`config.mk`:
```
export PLATFORM = sky130hd
export DESIGN_NAME = riscv_freertos_top
export DESIGN_NICKNAME = d
export VERILOG_FILES = /design/src/rtl/riscv_freertos_top.sv
export SDC_FILE = /design/constraint.sdc
export NUM_CORES = 1
export LEC_CHECK = 0
export ABC_AREA = 0
export CORE_ASPECT_RATIO = 1.5
export CORE_UTILIZATION = 46
export CTS_CLUSTER_DIAMETER = 30
export CTS_CLUSTER_SIZE = 28
export DETAILED_ROUTE_END_ITERATION = 16
export PLACE_DENSITY_LB_ADDON = 0.12
export SETUP_SLACK_MARGIN = 0.15
export SYNTH_ARGS = -nofsm -noshare
export SYNTH_HDL_FRONTEND = slang
export SYNTH_SLANG_ARGS = --single-unit
export TNS_END_PERCENT = 30
```
`constraint.sdc`:
```
create_clock -name clk -period 2.25 [get_ports clk]
set_input_delay 0.3375 -clock clk [delete_from_list [all_inputs] [get_ports clk]]
set_output_delay 0.3375 -clock clk [all_outputs]
set_load 0.03 [all_outputs]
```
`src/rtl/riscv_freertos_top.sv`:
```
// Peripheral/interrupt shell for the FreeRTOS soft-core SoC: SPI loopback slave,
// UART echo with one holding register, mtimecmp interrupt and context-switch sequencer.
module riscv_freertos_top #(
    parameter int CLK_HZ    = 50_000_000,
    parameter int BAUD      = 115200,
    parameter int CTX_WORDS = 16,
    parameter int NUM_TASKS = 4
) (
    input  logic        clk,
    input  logic        rst_n,
    input  logic        spi_sclk,
    input  logic        spi_mosi,
    output logic        spi_miso,
    input  logic        spi_cs_n,
    input  logic        uart_rx,
    output logic        uart_tx,
    input  logic [63:0] mtime,
    input  logic [63:0] mtimecmp
);
    localparam int BIT_CLKS  = CLK_HZ / BAUD;
    localparam int HALF_CLKS = (BIT_CLKS + 1) / 2;
    localparam int BW        = $clog2(BIT_CLKS);
    localparam int CW        = $clog2(CTX_WORDS + 1);
    localparam int TW        = (NUM_TASKS > 1) ? $clog2(NUM_TASKS) : 1;

    // {sclk, mosi, cs_n, rx}; reset to the idle levels so no false edges after reset
    logic [3:0] sync1_q, sync2_q;
    logic       sclk_s, mosi_s, cs_s, rx_s;

    always_ff @(posedge clk) begin
        if (!rst_n) begin
            sync1_q <= 4'b0011;
            sync2_q <= 4'b0011;
        end else begin
            sync1_q <= {spi_sclk, spi_mosi, spi_cs_n, uart_rx};
            sync2_q <= sync1_q;
        end
    end
    assign {sclk_s, mosi_s, cs_s, rx_s} = sync2_q;

    // ---------------- SPI mode-0 slave ----------------
    logic       sclk_prev_q, cs_prev_q;
    logic [2:0] spi_bit_q;
    logic [7:0] spi_sh_q, spi_tx_sh_q, spi_rx_byte;

    always_ff @(posedge clk) begin
        if (!rst_n) begin
            sclk_prev_q <= 1'b0;
            cs_prev_q   <= 1'b1;
            spi_bit_q   <= 3'd0;
            spi_sh_q    <= 8'd0;
            spi_tx_sh_q <= 8'd0;
            spi_rx_byte <= 8'd0;
        end else begin
            sclk_prev_q <= sclk_s;
            cs_prev_q   <= cs_s;
            if (cs_s) begin
                spi_bit_q <= 3'd0;
                spi_sh_q  <= 8'd0;
            end else if (cs_prev_q) begin
                spi_tx_sh_q <= spi_rx_byte;
            end else if (sclk_s && !sclk_prev_q) begin
                spi_sh_q  <= {spi_sh_q[6:0], mosi_s};
                spi_bit_q <= spi_bit_q + 3'd1;
                if (spi_bit_q == 3'd7)
                    spi_rx_byte <= {spi_sh_q[6:0], mosi_s};
            end else if (!sclk_s && sclk_prev_q) begin
                // bit counter back at 0 means a byte just completed: reload for the next one
                spi_tx_sh_q <= (spi_bit_q == 3'd0) ? spi_rx_byte : {spi_tx_sh_q[6:0], 1'b0};
            end
        end
    end
    assign spi_miso = ~cs_s & spi_tx_sh_q[7];

    // ---------------- UART receiver ----------------
    typedef enum logic [1:0] {R_IDLE, R_START, R_DATA, R_STOP} rx_st_t;
    rx_st_t        rx_st_q;
    logic [BW-1:0] rx_cnt_q;
    logic [2:0]    rx_bit_q;
    logic [7:0]    rx_sh_q;
    logic          rx_prev_q, rx_vld_q;

    always_ff @(posedge clk) begin
        if (!rst_n) begin
            rx_st_q   <= R_IDLE;
            rx_cnt_q  <= '0;
            rx_bit_q  <= 3'd0;
            rx_sh_q   <= 8'd0;
            rx_prev_q <= 1'b1;
            rx_vld_q  <= 1'b0;
        end else begin
            rx_prev_q <= rx_s;
            rx_vld_q  <= 1'b0;
            case (rx_st_q)
                R_IDLE: if (rx_prev_q && !rx_s) begin
                    rx_cnt_q <= '0;
                    rx_st_q  <= R_START;
                end
                R_START: if (rx_cnt_q == BW'(HALF_CLKS - 1)) begin
                    rx_cnt_q <= '0;
                    rx_bit_q <= 3'd0;
                    rx_st_q  <= rx_s ? R_IDLE : R_DATA;
                end else rx_cnt_q <= rx_cnt_q + BW'(1);
                R_DATA: if (rx_cnt_q == BW'(BIT_CLKS - 1)) begin
                    rx_cnt_q <= '0;
                    rx_sh_q  <= {rx_s, rx_sh_q[7:1]};
                    rx_bit_q <= rx_bit_q + 3'd1;
                    if (rx_bit_q == 3'd7) rx_st_q <= R_STOP;
                end else rx_cnt_q <= rx_cnt_q + BW'(1);
                default: if (rx_cnt_q == BW'(BIT_CLKS - 1)) begin
                    rx_cnt_q <= '0;
                    rx_st_q  <= R_IDLE;
                    rx_vld_q <= rx_s;
                end else rx_cnt_q <= rx_cnt_q + BW'(1);
            endcase
        end
    end

    // ---------------- UART transmitter + holding register ----------------
    logic          tx_busy_q, uart_tx_q, hold_vld_q, tx_free;
    logic [BW-1:0] tx_cnt_q;
    logic [3:0]    tx_left_q;
    logic [8:0]    tx_sh_q;
    logic [7:0]    hold_q;

    // free in the last cycle of a stop bit so frames can go out back-to-back
    assign tx_free = !tx_busy_q || (tx_cnt_q == BW'(BIT_CLKS - 1) && tx_left_q == 4'd0);

    always_ff @(posedge clk) begin
        if (!rst_n) begin
            tx_busy_q  <= 1'b0;
            uart_tx_q  <= 1'b1;
            tx_cnt_q   <= '0;
            tx_left_q  <= 4'd0;
            tx_sh_q    <= 9'd0;
            hold_q     <= 8'd0;
            hold_vld_q <= 1'b0;
        end else begin
            if (tx_busy_q) begin
                if (tx_cnt_q == BW'(BIT_CLKS - 1)) begin
                    tx_cnt_q <= '0;
                    if (tx_left_q == 4'd0) tx_busy_q <= 1'b0;
                    else begin
                        uart_tx_q <= tx_sh_q[0];
                        tx_sh_q   <= {1'b1, tx_sh_q[8:1]};
                        tx_left_q <= tx_left_q - 4'd1;
                    end
                end else tx_cnt_q <= tx_cnt_q + BW'(1);
            end
            if (tx_free && (hold_vld_q || rx_vld_q)) begin
                tx_busy_q <= 1'b1;
                tx_cnt_q  <= '0;
                tx_left_q <= 4'd9;
                uart_tx_q <= 1'b0;
                tx_sh_q   <= {1'b1, hold_vld_q ? hold_q : rx_sh_q};
                if (hold_vld_q) begin
                    hold_vld_q <= rx_vld_q;
                    if (rx_vld_q) hold_q <= rx_sh_q;
                end
            end else if (rx_vld_q && !hold_vld_q) begin
                hold_q     <= rx_sh_q;
                hold_vld_q <= 1'b1;
            end
        end
    end
    assign uart_tx = uart_tx_q;

    // ---------------- Timer interrupt + context-switch sequencer ----------------
    typedef enum logic [2:0] {S_IDLE, S_ENTRY, S_SAVE, S_SWITCH, S_RESTORE, S_DONE} seq_st_t;
    seq_st_t       state_q;
    logic [CW-1:0] ctx_cnt_q;
    logic [TW-1:0] current_task;
    logic          irq_q, ported, switched;

    always_ff @(posedge clk) begin
        if (!rst_n) irq_q <= 1'b0;
        else        irq_q <= (mtime >= mtimecmp);
    end

    always_ff @(posedge clk) begin
        if (!rst_n) begin
            state_q      <= S_IDLE;
            ctx_cnt_q    <= '0;
            current_task <= '0;
            ported       <= 1'b0;
            switched     <= 1'b0;
        end else begin
            case (state_q)
                S_IDLE: if (irq_q) begin
                    state_q <= S_ENTRY;
                    ported  <= 1'b1;
                end
                S_ENTRY: begin
                    state_q   <= S_SAVE;
                    ctx_cnt_q <= '0;
                end
                S_SAVE: if (ctx_cnt_q == CW'(CTX_WORDS - 1)) state_q <= S_SWITCH;
                        else ctx_cnt_q <= ctx_cnt_q + CW'(1);
                S_SWITCH: begin
                    current_task <= (current_task == TW'(NUM_TASKS - 1)) ? '0 : current_task + TW'(1);
                    ctx_cnt_q    <= '0;
                    state_q      <= S_RESTORE;
                end
                S_RESTORE: if (ctx_cnt_q == CW'(CTX_WORDS - 1)) begin
                    state_q  <= S_DONE;
                    switched <= 1'b1;
                end else ctx_cnt_q <= ctx_cnt_q + CW'(1);
                S_DONE: if (!irq_q) begin
                    ported   <= 1'b0;
                    switched <= 1'b0;
                    state_q  <= S_IDLE;
                end
                default: state_q <= S_IDLE;
            endcase
        end
    end
endmodule

```
; After elaboration in Yosys (flattened, before gate mapping)
; Index checks and enable logic that the tools add are counted.
; Widths: inputs -> output; s select.
[word_totals]
mem_bits_ro = 0
mem_count = 0
latchBits = 0
wordCells = 125
input_bits = 134
ram_bits = 0
output_inout_bits = 2
reg_bits = 93
[classes]
shift = 0
div = 0
n_mul = 0
bitwise = 6
reduce_logical = 34
magnitude_cmp = 0
muxes = 43
eq_ne = 15
addsub = 5
[ops]
columns = operator, count
row1 = $mux 8, 9
row2 = $mux 9, 8
row3 = $add 9x1->9 const B, 2
row4 = $eq 9x9->1 const B, 2
row5 = $pmux 9 s2, 1
row6 = $mux 4, 4
row7 = $reduce_and 3->1, 5
row8 = $ne 2x2->1 const B, 7
row9 = $mux 2, 6
row10 = $mux 1, 11
row11 = $reduce_bool 2->1, 5
row12 = $eq 9x8->1 const B, 1
row13 = $add 3x1->3 const B, 2
row14 = $eq 3x3->1 const B, 2
row15 = $logic_and 1x1->1, 6
row16 = $mux 3, 2
row17 = $pmux 2 s3, 1
row18 = $pmux 3 s2, 1
row19 = $logic_not 1->1, 5
row20 = $not 1->1, 5
row21 = $reduce_and 5->1, 1
row22 = $reduce_or 5->1, 1
row23 = $logic_not 4->1, 1
row24 = $reduce_and 2->1, 2
row25 = other kinds (11), 13

; Logic depth before layout (Yosys ltp)
[depth]
depth_word = 6
ltp_mapped = 8
depth_no_buf = 6

; Least setup slack after synthesis
; OpenSTA, ideal clock, no wires.
[synth_path]
path_type = register to register
from = register tx_left_q[0]
to = register tx_sh_q[7]
stages_incl_launch_ff = 8
arrival_time_ps = 1745
required_ps = 2117
path_buffers = 1
setup_ps = 133
synth_period_minus_slack_ps = 1878
setup_slack_ps = 372
path_cell_list = dfxtp_1 -> inv_1 -> ha_1 -> or3b_1 -> buf_6 -> o31a_1 -> a2111oi_4 -> a211oi_2
[synth_via]
elab_chain_cells = 6
elab_cells_between_ends = 9
cone_classes = eq/ne (1) / mux (1) / reduce/logical (7)
[synth_rtl]
columns = item, line_no
row1 = "start, declared", 122  ; logic [3:0] tx_left_q;
row2 = "start signal, assigned", 146  ; tx_left_q <= tx_left_q - 4'd1;
row3 = $logic_not 4->1 *, "127, 142"
row4 = $logic_and 1x1->1, 127  ; assign tx_free = !tx_busy_q || (tx_cnt_q == BW'(BIT_CLKS - 1) && tx_left_q == 4'd0);
row5 = $logic_or 1x1->1, 127
row6 = $logic_and 1x1->1, 150  ; if (tx_free && (hold_vld_q || rx_vld_q)) begin
row7 = $ne 2x1->1 (no source line) / $reduce_bool 2->1 (equally long branches), n/a
row8 = $reduce_and 3->1 (no source line), n/a
row9 = "end signal, assigned", 145  ; tx_sh_q <= {1'b1, tx_sh_q[8:1]};
row10 = "end signal, assigned", 155  ; tx_sh_q <= {1'b1, hold_vld_q ? hold_q : rx_sh_q};
row11 = "end, declared", 123  ; logic [8:0] tx_sh_q;
; Every way passes the cells marked *; elsewhere a longest branch is shown, timed or not.
; A chain may end at the register's enable or synchronous reset.

; Final worst setup path
; Ends and elaborated chain as after synthesis.

==> summary.md <==
| Metric | Value |
|---|---|
| Outcome | complete, no violations |
| # port buffers | 7 |
| Top cells by area, synth | dfxtp_1, mux2i_1, nor2_1 |
| CP Class | register to register |
| Setup tns final | 0 ns |
| Row cnt | 42 |
| Overall power | 3.51 mW |
| Gr usage total | 18.3% |
| EDFF count, synth | 0 |
| Worst setup path endpoint | tx_sh_q[7]$_SDFFE_PN0P_ |
| Hold_buf cts | 0 |
| Synthesized instance count | 451 |
| FF-to-FF Start | tx_left_q[0]$_SDFFE_PN0P_ |
| Family with the most delay on the worst path | compound AO/OA/AOI/OAI gates |
| Drt first-iter violations | 116 |
| GRT overflow | 0 |
| Antenna diode count | 0 |
| Mapped Nets | about 600 |
| Register-to-register setup slack | between 0.2 and 0.3 ns |
| Util after Layout | 54.0% |
| Final clock skew | 0.00625 ns |
| Syn. warnings | 0 |
| First-pass GRT wire length | 13600 µm |
| FF+latch count, synth | 93 |
| CP Launch Point | tx_left_q[0]$_SDFFE_PN0P_ |
| Crit start category | register |
| Clock tree buffer depth | 2 |
| Vert. Die Dim | roughly 120 µm |
| R2R depth | 6 |
| Via count | 3113 |
| Slew Limit Fails | 0 |
| Worst slew pin tran | 0.677 ns |
| Initial antenna violation count | 0 |
| Num CTS Buffers | 9 |
| Worst Hold Class | register to register |
| Minimum clock period | 1.99 ns |
| Logic pwr share | around 4.4% |
| Routed len/inst | 13.8 µm |
| Max-slew headroom | 54.6% |
| Die footprint | 9580 µm² |
| Post-synthesis mux area share | 12.1% |
| Final RePlAce weighted congestion | around 0.77 |
| Period Utilization, post-route | slightly below 90% |
| Post-Synth Adder-Cell Area | 3.26% |
| Smallest hold slack | 0.404 ns |
| Slowest CP cell | or3b_1 |
| Max_cap viols | 0 |
| Sequential area share after synthesis | 44.1% |
| Final setup vio count | 0 |
| Leak | 1.72 nW |
| Peak VDD IR | 0.000621 V |
| Pwr dens | around 730 nW/µm² |
| HPWL Detailed | 5470 µm |
| Fraction of layout cells with a size suffix above 1 | 11.8% |
| Fmax | 0.503 GHz |
| Area of the mapped netlist | 4220 µm² |
| Clock power share | a little under half |
| Area Growth Syn to Fin | 13.4% |
| Switching Fraction | 20.7% |
| Stages on worst setup path | 6 |
| Starting density of the core | 47.6% |
| Post-synth top area cell | dfxtp_1 |
| Synth Flop Type | dfxtp_1 |
| Synth Area in XOR/XNOR | 2.28% |
| Crit path required time | around 2.5 ns |
| H-Tree Depth | 3 |
| Top Ports | 136 |
| Share of the synthesized area in the top cell type | between 40% and 50% |
| Worst stage delay on the critical path | 0.45 ns |
| Part of the power in registers | 48.3% |
| Final-report hold violation count | 0 |
| Drt first pass iters | 4 |
| CP Buf/Inv Count | 1 |
| CP arrival | 2.20 ns |
| Clock slew at reported path FFs | 0.06 ns |
| CTS tree | done |
| Die X-Extent | 80.2 µm |
| Largest family of logic cells by synthesized area | simple AND/OR/NAND/NOR gates |
| Post-synthesis compound-gate area fraction | 13.4% |
| Core ar. | around 9000 µm² |
| Final net count | a little over 600 |
| Via density | roughly 5.4 |
| Post-DRT Antenna Nets | 0 |
| Yosys cell types | 60 |
| Switching power | 0.727 mW |
| Critical-path maximum fanout | 5 |
| Crit end category | register |
| Final WL | 7940 µm |
| Clock latency on the worst-skew pair | around 0.34 ns |
| RSZ-0062 raised after global routing | yes |
| Remaining DRCs | 0 |
| Number of global-route vias before repair | ~3.1k |
| Worst path cell trace | inv_1 > ha_1 > or3b_1 > o31a_1 > a2111oi_4 > a211oi_2 |
| P_int | 2.79 mW |
| CTS Sinks | 93 |
| Root Buffer | clkbuf_16 |
| Largest net degree at the start of global routing | 46 |
| Synth Area in Simple Gates | 20.8% |
| Worst R2R End | tx_sh_q[7]$_SDFFE_PN0P_ |
| Ys async rst share | 0% |
| Syn avg cell area | 9.37 µm² |
| Post-CTS sizing | 0 |
## per-stage QoR
step | area, µm² | worst slack (ns) | instances
2_1_floorplan | 4220 | 0.372 | 451
3_3_place_gp | 4460 | 0.253 | 560
3_5_place_dp | 4460 | 0.235 | 560
4_1_cts | 4790 | 0.213 | 575
5_1_grt | 4790 | 0.140 | 575
6_report | 4790 | 0.262 | 575
## logic make-up after synthesis
logic type                 after synthesis
muxes                                   50
AOI/OAI and AO/OA                       74
adders and majority gates               11
xor gates and xnor gates                11
and+or+nand+nor                        172
DFF                                     93
buffers and inverters                   40
## cells in the mapped netlist (3+ instances only)
| library cell | number |
|---|---|
| nand3_1 | 15 |
| xnor2_1 | 6 |
| mux2_2 | 7 |
| and4_1 | 3 |
| a211oi_1 | 11 |
| a31oi_1 | 9 |
| buf_2 | 4 |
| nand2_1 | 42 |
| nor4b_1 | 3 |
| clkbuf_1 | 16 |
| ha_1 | 11 |
| xor2_1 | 5 |
| nand2b_1 | 11 |
| o21a_1 | 3 |
| nor2b_1 | 3 |
| dfxtp_1 | 93 |
| and2_1 | 9 |
| nor2_1 | 59 |
| nand4_1 | 5 |
| a21oi_1 | 17 |
| mux2i_1 | 43 |
| inv_1 | 16 |
| o21ai_0 | 12 |
| nand3b_1 | 3 |
## registers in the layout, indices dropped and copies added, names as in the netlist
signal / cells
cs_prev_q: 1
hold_q: 8
hold_vld_q: 1
rx_bit_q: 3
rx_cnt_q: 9
rx_prev_q: 1
rx_sh_q: 8
rx_st_q: 2
rx_vld_q: 1
sclk_prev_q: 1
spi_bit_q: 3
spi_rx_byte: 8
spi_sh_q: 7
spi_tx_sh_q: 8
sync1_q: 4
sync2_q: 4
tx_busy_q: 1
tx_cnt_q: 9
tx_left_q: 4
tx_sh_q: 9
uart_tx: 1
## how the worst min path moves through the flow
stage / cells after the start / end / slack (ns) / start
after global placement: 1 / sync2_q[0]$_SDFF_PN1_ / 0.40 / sync1_q[0]$_SDFF_PN1_
final: 1 / sync2_q[0]$_SDFF_PN1_ / 0.40 / sync1_q[0]$_SDFF_PN1_
after floorplan: 1 / sync2_q[0]$_SDFF_PN1_ / 0.39 / sync1_q[0]$_SDFF_PN1_
after CTS: 1 / sync2_q[0]$_SDFF_PN1_ / 0.41 / sync1_q[0]$_SDFF_PN1_
after global routing: 1 / sync2_q[0]$_SDFF_PN1_ / 0.43 / sync1_q[0]$_SDFF_PN1_
after detailed placement: 1 / sync2_q[0]$_SDFF_PN1_ / 0.39 / sync1_q[0]$_SDFF_PN1_
## cell type report
type	instances	area, µm²
Tap cell	110	138
Inverter	17	63.8
Clock buffer	12	267
Sequential cell	93	1860
Fill cell	824	4090
Multi-Input combinational cell	318	2200
Timing Repair Buffer	22	195
Clock inverter	3	67.6
## cells in the final DEF, fill, tap and decap left out, drive strengths merged, types with 3 or more instances in the layout
cell           instances
a211oi                12
a21oi                 18
a31oi                  9
and2                   9
and4                   4
buf                   15
clkbuf                12
clkdlybuf4s50          7
dfxtp                 93
ha                    11
inv                   17
mux2                   7
mux2i                 43
nand2                 42
nand2b                11
nand3                 15
nand3b                 4
nand4                  5
nor2                  59
nor2b                  3
nor4b                  3
o21a                   3
o21ai                 13
xnor2                  6
xor2                   5
## metal layers
metal  global-route usage, %  share of wire [%]  vias to the layer above
li1                        -                  -                     1598
met5                       0                  0                        -
met1                    20.7                 45                     1476
met2                    31.9                 51                       26
met3                    2.84                1.8                       13
met4                    10.0                2.4                        0
## power groups by stage
stage                     sequential, mW  clock (mW)  combinational, mW
after global placement              1.73           0              0.155
after global routing                1.70        1.76              0.172
after CTS                           1.70        1.71              0.156
after detailed placement            1.73           0              0.155
after floorplan                     1.72           0              0.114
final                               1.70        1.66              0.154
## timing repair
item | in CTS | in global routing
buffers inserted | 0 | 0
endpoints found under the hold margin | 0 | 0
setup endpoints to repair | 0 | 3
(Power assumes the default switching activity.)
